File: src/rtl/hilo_div_unit_pkg.sv
// hilo_div_unit_pkg: shared state encoding and handshake constants for the HI/LO divider.
// Rev 1.0 - initial release.
`default_nettype none

package hilo_div_unit_pkg;

  localparam int DIV_DATA_W    = 32;
  localparam int DIV_DOUBLE_W  = 2 * DIV_DATA_W;

  typedef enum logic [1:0] {
    DIV_FREE    = 2'b00,
    DIV_BY_ZERO = 2'b01,
    DIV_ON      = 2'b10,
    DIV_END     = 2'b11
  } div_state_e;

  localparam logic DIV_RESULT_READY     = 1'b1;
  localparam logic DIV_RESULT_NOT_READY = 1'b0;
  localparam logic DIV_START            = 1'b1;
  localparam logic DIV_STOP             = 1'b0;

endpackage

`default_nettype wire

File: src/rtl/hilo_div_unit_if.sv
// hilo_div_unit_if: EX-stage request/result bundle for the divider.
// Rev 1.0 - initial release.
`default_nettype none

interface hilo_div_unit_if
  import hilo_div_unit_pkg::*;
#(
  parameter int DATA_W = DIV_DATA_W
);

  logic                  signed_div_i;
  logic [DATA_W-1:0]     opdata1_i;
  logic [DATA_W-1:0]     opdata2_i;
  logic                  start_i;
  logic                  annul_i;
  logic [2*DATA_W-1:0]   result_o;
  logic                  ready_o;

  modport master (
    output signed_div_i, opdata1_i, opdata2_i, start_i, annul_i,
    input  result_o, ready_o
  );

  modport slave (
    input  signed_div_i, opdata1_i, opdata2_i, start_i, annul_i,
    output result_o, ready_o
  );

endinterface

`default_nettype wire

File: src/rtl/hilo_div_unit.sv
// hilo_div_unit: multi-cycle radix-2 restoring divider producing {remainder, quotient} for DIV/DIVU.
// Rev 1.0 - initial release.
`default_nettype none

module hilo_div_unit
  import hilo_div_unit_pkg::*;
#(
  parameter int DATA_W = DIV_DATA_W
) (
  input  wire logic        clk,
  input  wire logic        rst,
  hilo_div_unit_if.slave   bus
);

  localparam int CNT_W  = $clog2(DATA_W + 1);
  localparam int WORK_W = 2 * DATA_W + 1;

  div_state_e              state;
  logic [CNT_W-1:0]        cnt;
  logic [WORK_W-1:0]       work;
  logic [DATA_W-1:0]       divisor;
  logic                    neg_q;
  logic                    neg_r;
  logic [2*DATA_W-1:0]     result;
  logic                    ready;

  logic [DATA_W-1:0]       abs_op1;
  logic [DATA_W-1:0]       abs_op2;
  logic [DATA_W:0]         diff;
  logic [DATA_W-1:0]       quot_fix;
  logic [DATA_W-1:0]       rem_fix;
  logic                    accept;

  function automatic logic [DATA_W-1:0] negate(input logic [DATA_W-1:0] v);
    return ~v + 1'b1;
  endfunction

  always_comb begin
    abs_op1 = bus.opdata1_i;
    abs_op2 = bus.opdata2_i;
    if (bus.signed_div_i && bus.opdata1_i[DATA_W-1]) abs_op1 = negate(bus.opdata1_i);
    if (bus.signed_div_i && bus.opdata2_i[DATA_W-1]) abs_op2 = negate(bus.opdata2_i);
  end

  // Partial remainder minus divisor; bit DATA_W set means the trial subtraction failed.
  always_comb begin
    diff     = {1'b0, work[2*DATA_W-1:DATA_W]} - {1'b0, divisor};
    quot_fix = neg_q ? negate(work[DATA_W-1:0]) : work[DATA_W-1:0];
    rem_fix  = neg_r ? negate(work[2*DATA_W:DATA_W+1]) : work[2*DATA_W:DATA_W+1];
    accept   = (bus.start_i == DIV_START) && !bus.annul_i;
  end

  always_ff @(posedge clk) begin
    if (rst) begin
      state   <= DIV_FREE;
      cnt     <= '0;
      work    <= '0;
      divisor <= '0;
      neg_q   <= 1'b0;
      neg_r   <= 1'b0;
      result  <= '0;
      ready   <= DIV_RESULT_NOT_READY;
    end else begin
      case (state)
        DIV_FREE: begin
          result <= '0;
          ready  <= DIV_RESULT_NOT_READY;
          if (accept) begin
            if (bus.opdata2_i == '0) begin
              state <= DIV_BY_ZERO;
            end else begin
              state   <= DIV_ON;
              cnt     <= '0;
              // Dividend sits one bit up so the first trial compares its MSB.
              work    <= {{DATA_W{1'b0}}, abs_op1, 1'b0};
              divisor <= abs_op2;
              neg_q   <= bus.signed_div_i & (bus.opdata1_i[DATA_W-1] ^ bus.opdata2_i[DATA_W-1]);
              neg_r   <= bus.signed_div_i & bus.opdata1_i[DATA_W-1];
            end
          end
        end

        DIV_BY_ZERO: begin
          if (bus.annul_i) begin
            state <= DIV_FREE;
          end else begin
            state  <= DIV_END;
            result <= '0;
            ready  <= DIV_RESULT_READY;
          end
        end

        DIV_ON: begin
          if (bus.annul_i) begin
            state  <= DIV_FREE;
            result <= '0;
            ready  <= DIV_RESULT_NOT_READY;
          end else if (cnt != CNT_W'(DATA_W)) begin
            if (diff[DATA_W]) begin
              work <= {work[2*DATA_W-1:0], 1'b0};
            end else begin
              work <= {diff[DATA_W-1:0], work[DATA_W-1:0], 1'b1};
            end
            cnt <= cnt + 1'b1;
          end else begin
            state  <= DIV_END;
            result <= {rem_fix, quot_fix};
            ready  <= DIV_RESULT_READY;
          end
        end

        DIV_END: begin
          if (bus.start_i == DIV_STOP) begin
            state  <= DIV_FREE;
            result <= '0;
            ready  <= DIV_RESULT_NOT_READY;
          end
        end

        default: begin
          state <= DIV_FREE;
        end
      endcase
    end
  end

  assign bus.result_o = result;
  assign bus.ready_o  = ready;

endmodule

`default_nettype wire

File: src/flat_wrapper.sv
// flat-port wrapper written by rule: the top's interface ports become plain ports
module hilo_div_unit_flat import hilo_div_unit_pkg::*;
#(
  parameter int DATA_W = DIV_DATA_W
)
  (clk, rst, bus_signed_div_i, bus_opdata1_i, bus_opdata2_i, bus_start_i, bus_annul_i, bus_result_o, bus_ready_o);
  hilo_div_unit_if #(.DATA_W(DATA_W)) bus_i ();
  input  wire logic clk;
  input  wire logic rst;
  input wire logic [$bits(bus_i.signed_div_i)-1:0] bus_signed_div_i;
  input wire logic [$bits(bus_i.opdata1_i)-1:0] bus_opdata1_i;
  input wire logic [$bits(bus_i.opdata2_i)-1:0] bus_opdata2_i;
  input wire logic [$bits(bus_i.start_i)-1:0] bus_start_i;
  input wire logic [$bits(bus_i.annul_i)-1:0] bus_annul_i;
  output wire logic [$bits(bus_i.result_o)-1:0] bus_result_o;
  output wire logic [$bits(bus_i.ready_o)-1:0] bus_ready_o;
  assign bus_i.signed_div_i = bus_signed_div_i;
  assign bus_i.opdata1_i = bus_opdata1_i;
  assign bus_i.opdata2_i = bus_opdata2_i;
  assign bus_i.start_i = bus_start_i;
  assign bus_i.annul_i = bus_annul_i;
  assign bus_result_o = bus_i.result_o;
  assign bus_ready_o = bus_i.ready_o;
  hilo_div_unit #(.DATA_W(DATA_W)) u_core (.clk(clk), .rst(rst), .bus(bus_i));
endmodule
File: config.mk
export PLATFORM = sky130hd
export DESIGN_NAME = hilo_div_unit_flat
export DESIGN_NICKNAME = d
export VERILOG_FILES = /design/src/rtl/hilo_div_unit_pkg.sv /design/src/rtl/hilo_div_unit_if.sv /design/src/rtl/hilo_div_unit.sv /design/src/flat_wrapper.sv
export SDC_FILE = /design/constraint.sdc
export NUM_CORES = 1
export LEC_CHECK = 0
export CAP_MARGIN = 0
export CORE_MARGIN = 5
export CORE_UTILIZATION = 45
export CTS_CLUSTER_SIZE = 28
export DETAILED_ROUTE_END_ITERATION = 6
export PLACE_DENSITY = 0.67
export SLEW_MARGIN = 0
export SYNTH_ARGS = -nofsm -noshare
export SYNTH_HDL_FRONTEND = slang
export SYNTH_SLANG_ARGS = --single-unit
export TNS_END_PERCENT = 5
File: constraint.sdc
create_clock -name clk -period 3.8 [get_ports clk]
set_clock_uncertainty 0.15 [all_clocks]
set_input_delay 0.57 -clock clk [delete_from_list [all_inputs] [get_ports clk]]
set_output_delay 0.57 -clock clk [all_outputs]
set_load 0.005 [all_outputs]
**Word-level counts from Yosys, hierarchy flattened**

Cells that the tools add are included.

- Register bits: 172
- Bits of input ports: 69
- Logic and storage cells: 76

- $add $sub $neg: 6
- Equality and inequality tests: 11
- Muxes and demuxes: 32
- Bitwise logic cells: 8
- Reductions and logical operators: 11

Operator list:

| kind | count |
|---|---|
| 65-bit two-way mux | 5 |
| 64-bit two-way mux | 4 |
| 64-bit one-hot mux with 4 select lines | 1 |
| 65-bit one-hot mux with 2 select lines | 1 |
| 32-bit by 1-bit adder with 32-bit output, second input constant | 4 |
| 32-bit two-way mux | 4 |
| 32-bit NOT | 4 |
| 32-bit by 32-bit subtractor with 33-bit output | 1 |
| 32-bit logical NOT | 1 |
| 6-bit two-way mux | 4 |
| 2-bit two-way mux | 6 |
| 6-bit one-hot mux with 2 select lines | 1 |
| 3-bit AND reduction | 3 |
| 2-bit != test, second input constant | 4 |
| 2-bit one-hot mux with 4 select lines | 1 |
| 6-bit by 1-bit adder with 6-bit output, second input constant | 1 |
| 6-bit != test, second input constant | 1 |
| 5-bit AND reduction | 1 |
| 2-bit equality test, second input constant | 2 |
| 1-bit two-way mux | 4 |
| 2-bit by 1-bit != test with 1-bit output, second input constant | 2 |
| 1-bit one-hot mux with 4 select lines | 1 |
| 1-bit logical AND | 3 |
| 3-bit != test, second input constant | 1 |
| other kinds (7) | 8 |

**Logic depth before layout (Yosys ltp)**

Gate-level depths: netlist of run 1.

- Depth in word-level cells: 6
- Mapped depth: 13
- Gate-level depth less buffers: 12

**Worst setup path before layout of run 1**

Ideal clock, no wire load.

- Path kind: register -> register
- Start point: register u_core.work[57]
- End point: register u_core.work[62]
- Data arrival time: 2,784 ps
- Required time: 3,521 ps
- Setup slack: 736 ps
- Stages on the path, launching flop included: 13
- Path buffers: 2
- Clock period less this slack: 3,064 ps
- Path through: dfxtp_1 -> ha_1 -> clkbuf_1 -> a21o_1 -> a21o_1 -> a21o_1 -> a211oi_1 -> o21bai_1 -> a21o_1 -> a41oi_2 -> clkbuf_1 -> mux2i_1 -> o21ai_0

- Word-level cells in the longest chain between the ends: 5

RTL lines:

| item | RTL line | RTL |
|---|---|---|
| from (decl) | hilo_div_unit.sv:20 | `logic [WORK_W-1:0] work;` |
| from (signal assigned) | hilo_div_unit.sv:75 | `work <= {{DATA_W{1'b0}}, abs_op1, 1'b0};` |
| from (signal assigned) | hilo_div_unit.sv:100 | `work <= {work[2*DATA_W-1:0], 1'b0};` |
| from (signal assigned) | hilo_div_unit.sv:102 | `work <= {diff[DATA_W-1:0], work[DATA_W-1:0], 1'b1};` |
| 32-bit by 32-bit subtractor with 33-bit output | hilo_div_unit.sv:47 | `diff = {1'b0, work[2*DATA_W-1:DATA_W]} - {1'b0, divisor};` |
| 65-bit two-way mux | hilo_div_unit.sv:99 | `if (diff[DATA_W]) begin` |
| 65-bit two-way mux | hilo_div_unit.sv:98 | `end else if (cnt != CNT_W'(DATA_W)) begin` |
| 65-bit two-way mux | hilo_div_unit.sv:94 | `if (bus.annul_i) begin` |
| 65-bit one-hot mux with 2 select lines | hilo_div_unit.sv:64 | `case (state)` |

No other way between the ends. The select of a mux whose other input is x is not followed.
A chain may end at the register's enable or synchronous reset.

**Final worst setup path of run 1**

- Start point: register u_core.work[32]
- End point: register u_core.work[38]

The elaborated chain is that of the path after synthesis.

==> impl_results.md, run 1 <==
* Vias in the first global route at 9,053
* Worst min path class: reg2reg
* Mapped Cells at 1,374
* Setup Crit Path Kind: reg2reg
* Simple-Gate Fraction of Synth Area at 18.8%
* Detail Placement HPWL at 22.3 mm
* Critical path, cell by cell: inv_1 > ha_1 > fa_1 > nand2b_1 > a21oi_1 > o21ai_1 > a21oi_1 > a21oi_1 > o21ai_2 > a41oi_4 > buf_12 > buf_4 > mux2i_1 > o21ai_0
* Final WS setup at 0.249 ns
* Tmin final at 3.55 ns
* Clock root buffer: clkbuf_16
* Starting Density at 45.4%
* Main synth FF type: dfxtp_1
* Hold WS at 0.305 ns
* Clk slew on worst S/H paths at 0.07 ns
* Final slew viol count at 0
* Max Fclk at 0.282 GHz
* Input/output buffers at 133
* Post-synth ARST share at 0%
* Register area share after synthesis at 31.5%
* Post-synthesis adder-cell area fraction at 5.21%
* Worst-skew pair later-pin latency at 0.43 ns
* Detailed-route DRC error count at 0
* Flop pwr share at 33.4%
* Delay-heaviest family, CP: compound AO/OA/AOI/OAI gates
* Final hold vios at 0
* Row cnt at 57
* Final period utilization at 93.4%
* Post-Synthesis Mean Instance Area at 7.97 sq um
* Overall Power at 6.73 mW
* Clock power share at 26.9%
* Largest cells by area after synthesis: dfxtp_1 (31%), xnor2_1 (7.0%), nand2_1 (5.6%)
* Slowest-stage cell, CP: fa_1
* Setup TNS at 0 ns
* DRT iter0 DRCs at 912
* Worst Path Buf+Inv at 3
* Mapped Nets at 1,488
* Multiplexer area fraction after synthesis at 2.86%
* Warning count from the yosys run at 0
* Final antenna diode count at 0
* # IOs at 134
* RSZ-0062 raised after global routing: false
* Worst EP required at 4.00 ns
* Synth-to-Final Area Change at 21.8%
* VDD IR-drop max at 0.000327 V
* Vias at 10,100
* Hold depth at 2
* Max-Cap Viols at 0
* Setup violators final at 0
* Max incr delay on CP at 0.41 ns
* First-pass DRT Iterations at 7
* Worst Hold End: u_core.bus.result_o[0]
* Most frequent cell after synthesis: dfxtp_1
* First-pass GRT wire length at 47.5 mm
* Sw Share at 39.4%
* CTS Buf Count at 17
* Mapped cell area at 10,900 sq um
* Comb pwr share at 39.7%
* Gr ovfl total at 0
* Synth cell types at 79
* Pre-CTS worst setup slack at 0.0996 ns
* XOR/XNOR Fraction of Synth Area at 11.8%
* Die X at 166 um
* Worst relative slew slack at 28.8%
* RR Endpoint: u_core.work[38]
* Top cell type's share of synthesized area at 31.5%
* Start point of the worst hold path: u_core.bus.result_o[0]
* Leak pwr at 5.22 nW
* Die ar. at 27,500 sq um
* FF-to-FF Start: u_core.work[32]
* Synth Area in Compound Gates at 24.6%
* CP Data Arrival Time at 3.75 ns
* Final net count at 1,608
* Yosys top cell by area: dfxtp_1
* H-tree levels at 4
* Number of cells on the worst reg-to-reg path at 14
* Largest family of logic cells by synthesized area: compound AO/OA/AOI/OAI gates
* Core Area at 24,100 sq um
* CTS tree: done
* Number of synthesized register bits at 172
* Critical Path Sink Type: register
* Clock Sink Count at 172
* Total wire length at 29.3 mm
* Flop2flop setup slack at 0.25 ns
* Psw at 2.65 mW
* Bufs on Longest Clock Path at 2
* Die height at 166 um
* Top cells by count, synth: dfxtp_1 (172), nand2_1 (164), nor2_1 (130), a21oi_1 (112), xnor2_1 (87)
* Post-DRT Antenna Nets at 0
* Worst-margin pin slew at 1.07 ns
* All-Layer GR Usage at 20.4%
* Most used cell, CP: a21oi_1
* Crit start category: register
* Initial antenna violation count at 0
* Worst Path Max Fanout at 24
* Power density cells at 505 nW/um^2
* Largest net degree at the start of global routing at 67
* Number of flops mapped to enable cells by yosys at 0
* Internal power at 4.08 mW
* Share of cells above drive strength 1 at 7.17%
* DR WL/cell at 16.0 um
* Run status: finished clean
* GP Congestion at 0.915
* Hold buffers post-CTS at 0
* Via/cell ratio at 5.52
-- worst reg2reg max path, stage by stage (launching register included) --
cell	delay, ns
dfxtp_1	0.32
inv_1	0.08
ha_1	0.24
fa_1	0.41
nand2b_1	0.18
a21oi_1	0.27
o21ai_1	0.18
a21oi_1	0.28
a21oi_1	0.20
o21ai_2	0.21
a41oi_4	0.24
buf_12	0.25
buf_4	0.19
mux2i_1	0.11
o21ai_0	0.15
-- power by group through the flow --
| stage | registers (mW) | clock network, mW | logic, mW |
|---|---|---|---|
| finish | 2.24 | 1.81 | 2.67 |
| global route | 2.27 | 1.92 | 2.94 |
| CTS | 2.23 | 1.84 | 2.66 |
| detailed placement | 2.27 | 0 | 2.65 |
| global placement | 2.27 | 0 | 2.62 |
| floorplan | 2.17 | 0 | 2.02 |
-- cells in the final DEF, fill, tap and decap left out, types with 19 or more instances in the layout --
| master | Yosys | routed |
|---|---|---|
| dfxtp_1 | 172 | 172 |
| nand2_1 | 164 | 163 |
| clkdlybuf4s50_1 | 0 | 132 |
| nor2_1 | 130 | 129 |
| a21oi_1 | 112 | 112 |
| xnor2_1 | 87 | 87 |
| o21ai_0 | 82 | 82 |
| xor2_1 | 61 | 61 |
| inv_1 | 51 | 51 |
| ha_1 | 44 | 44 |
| buf_4 | 2 | 40 |
| a211oi_1 | 37 | 37 |
| a22oi_1 | 31 | 31 |
| mux2i_1 | 29 | 29 |
| o211ai_1 | 29 | 29 |
| nor3_1 | 27 | 26 |
| a22o_1 | 22 | 22 |
| or3_1 | 21 | 21 |
| o31ai_1 | 19 | 19 |
| nand3_1 | 19 | 19 |
-- metal layers --
layer / up-vias / track usage [%] / wire, um
li1: 5175 / - / -
met1: 4629 / 32.3 / 15700
met2: 275 / 28.4 / 11600
met3: 20 / 4.12 / 1730
met4: 0 / 3.98 / 228
met5: - / 0 / 0
-- worst max path at each step --
stage	slack (ns)	endpoint	startpoint	cells after the start
floorplan	0.74	u_core.work[62]	u_core.work[57]	12
global route	0.04	u_core.work[39]	u_core.work[32]	14
CTS	0.22	u_core.work[41]	u_core.work[32]	14
finish	0.25	u_core.work[38]	u_core.work[32]	14
global placement	0.17	u_core.work[25]	bus_opdata1_i[11]	10
detailed placement	0.1	u_core.work[59]	bus_opdata2_i[8]	11
-- metrics by stage --
stage | std cells | instance area, sq um | utilization (%)
2_1_floorplan | 1374 | 10900 | -
3_3_place_gp | 1799 | 12700 | 52.8
3_5_place_dp | 1799 | 12700 | 52.8
5_1_grt | 1831 | 13300 | 55.3
6_report | 1831 | 13300 | 55.3
4_1_cts | 1831 | 13300 | 55.3
-- cells by family after synthesis --
kind of cell	after synthesis
adders and majority gates	45
DFF	172
xor gates and xnor gates	148
AOI/OAI and AO/OA	409
muxes	31
buffers and inverters	127
and+or+nand+nor	442
-- sequential cells by signal, indices dropped and copies added, names as in the netlist --
name                 count
u_core.neg_q             1
u_core.work             65
u_core.divisor          32
u_core.bus.result_o     64
u_core.state             2
u_core.bus.ready_o       1
u_core.cnt               6
u_core.neg_r             1
-- layout make-up --
cell class	count	area [sq um]
Sequential cell	172	3440
Clock buffer	17	425
Tap cell	324	405
Clock inverter	15	180
Fill cell	2287	10800
Multi-Input combinational cell	1075	6960
Timing Repair Buffer	177	1720
Inverter	51	191
-- repair_timing --
action,4_1_cts,5_1_grt
setup endpoints to repair,0,3
hold endpoints to repair,0,0
resized for setup,0,1
buffers inserted,0,0
Note: power is estimated with default switching activity, not from simulation.
==> run 2, diff against run 1 <==
Settings changed: SLEW_MARGIN 0 to unset.
==> results of run 2 <==
Same layout as run 1: the final DEF is identical, and so are final timing and power.
==> run 3, diff against run 2 <==
Settings changed: CORE_MARGIN 5 to unset.
==> impl_results.md, run 3 (synthesized netlist as in run 1, its figures left out) <==
* Run status: finished clean
* CTS tree: done
* Die height at 158 um
* Clock Sink Count at 172
* Multi-input gate area at 6960 sq um
* Setup TNS at 0 ns
* Vias at 10,100
* # IOs at 134
* Worst relative slew slack at 26.6%
* Row cnt at 56
* Max Fclk at 0.295 GHz
* Share of cells above drive strength 1 at 6.98%
* Post-DRT Antenna Nets at 0
* Most used cell, CP: a21o_1
* Crit start category: register
* Core Area at 23,700 sq um
* Clock power share at 26.9%
* Tmin final at 3.39 ns
* Comb pwr share at 40.1%
* Final hold vios at 0
* Input/output buffers at 133
* Total wire length at 28.6 mm
* Hold WS at 0.311 ns
* Worst Path Max Fanout at 31
* Sw Share at 38.6%
* VDD IR-drop max at 0.000310 V
* DRT iter0 DRCs at 753
* Slowest-stage cell, CP: dfxtp_1
* Clock root buffer: clkbuf_16
* Via/cell ratio at 5.51
* Max-Cap Viols at 0
* Max reg flops at 65
* Setup bufs post-CTS at 0
* GP Congestion at 0.934
* Final antenna diode count at 0
* All-Layer GR Usage at 23.4%
* Leak pwr at 5.24 nW
* Bufs on Longest Clock Path at 2
* Critical Path Sink Type: register
* First-pass GRT wire length at 46.8 mm
* Largest net degree at the start of global routing at 65
* Critical path, cell by cell: ha_1 > a21o_1 > a21o_1 > a21o_1 > a211oi_1 > o21bai_1 > a21o_1 > a41oi_4 > buf_12 > mux2_2 > o21ai_0
* CP Data Arrival Time at 3.58 ns
* DR WL/cell at 15.7 um
* Psw at 2.61 mW
* Leading cell type in the layout, fill and taps excluded: dfxtp_1
* Flop pwr share at 33.1%
* RSZ-0062 raised after global routing: false
* Hold buffers post-CTS at 0
* Synth-to-Final Area Change at 21.7%
* Overall Power at 6.75 mW
* Detail Placement HPWL at 21.9 mm
* Fill count at 2,286
* CTS Buf Count at 17
* Worst-skew pair later-pin latency at 0.42 ns
* First-pass DRT Iterations at 5
* Final slew viol count at 0
* Top reg by flops: u_core.work
* Max incr delay on CP at 0.53 ns
* Setup violators final at 0
* Die ar. at 25,000 sq um
* Clk slew on worst S/H paths at 0.07 ns
* Power density cells at 506 nW/um^2
* Internal power at 4.14 mW
* Starting Density at 46.2%
* Final period utilization at 89.1%
* Most frequent cells in the layout: dfxtp_1 (172), nand2_1 (163), clkdlybuf4s50_1 (132)
* Register area at 3440 sq um
* Vias in the first global route at 8,969
* Die X at 158 um
* Worst-margin pin slew at 1.10 ns
* Setup Crit Path Kind: reg2reg
* Gates resized, CTS repair at 0
* Initial antenna violation count at 0
* Final net count at 1,606
* Worst min path class: reg2reg
* H-tree levels at 4
* Worst EP required at 3.99 ns
* Gr ovfl total at 0
* Detailed-route DRC error count at 0
[run 3: worst max-delay path: cells and delay by family (launching register included)]
kind                       cells  cell delay, ns
AOI/OAI and AO/OA              8            1.60
adders and majority gates      1            0.38
buffers and inverters          1            0.26
DFF                            1            0.53
muxes                          1            0.35
[run 3: per-stage QoR]
stage	area, sq um	setup WS, ns	cells	utilization [%]
after global routing	13300	0.268	1824	56.3
after floorplan	10900	0.736	1374	-
after detailed placement	12700	0.164	1792	53.7
after global placement	12700	0.194	1792	53.7
final	13300	0.415	1824	56.3
after CTS	13300	0.422	1824	56.3
[run 3: area by class of cell]
| class | count | area share (%) |
|---|---|---|
| clock inverters | 12 | 1.11 |
| clock buffers | 20 | 3.50 |
| inverters | 51 | 1.44 |
| multi-input cells | 1075 | 52.2 |
| repair buffers | 175 | 12.9 |
| well taps | 319 | 3.00 |
| flip-flops and latches | 172 | 25.8 |
[run 3: worst paths after layout]
kind / from / to / slack [ns] / cells past startpoint
hold reg to reg: u_core.bus.result_o[0] / u_core.bus.result_o[0] / 0.31 / 2
hold / removal: u_core.bus.result_o[0] / u_core.bus.result_o[0] / 0.31 / 2
setup reg to reg: u_core.work[57] / u_core.work[34] / 0.41 / 11
setup / recovery: u_core.work[57] / u_core.work[34] / 0.41 / 11
[run 3: power by group through the flow]
stage / sequential, mW / clock [mW] / combinational, mW
floorplan: 2.17 / 0 / 2.02
global placement: 2.26 / 0 / 2.66
detailed placement: 2.27 / 0 / 2.67
CTS: 2.22 / 1.85 / 2.69
global route: 2.26 / 1.93 / 2.98
finish: 2.23 / 1.81 / 2.70
[run 3: per-layer routing]
metal	vias up	track usage [%]	wire length (um)
met5	-	0	0
met4	0	5.54	265
met2	284	32.6	11400
met3	16	3.37	1690
met1	4610	37.0	15200
li1	5148	-	-
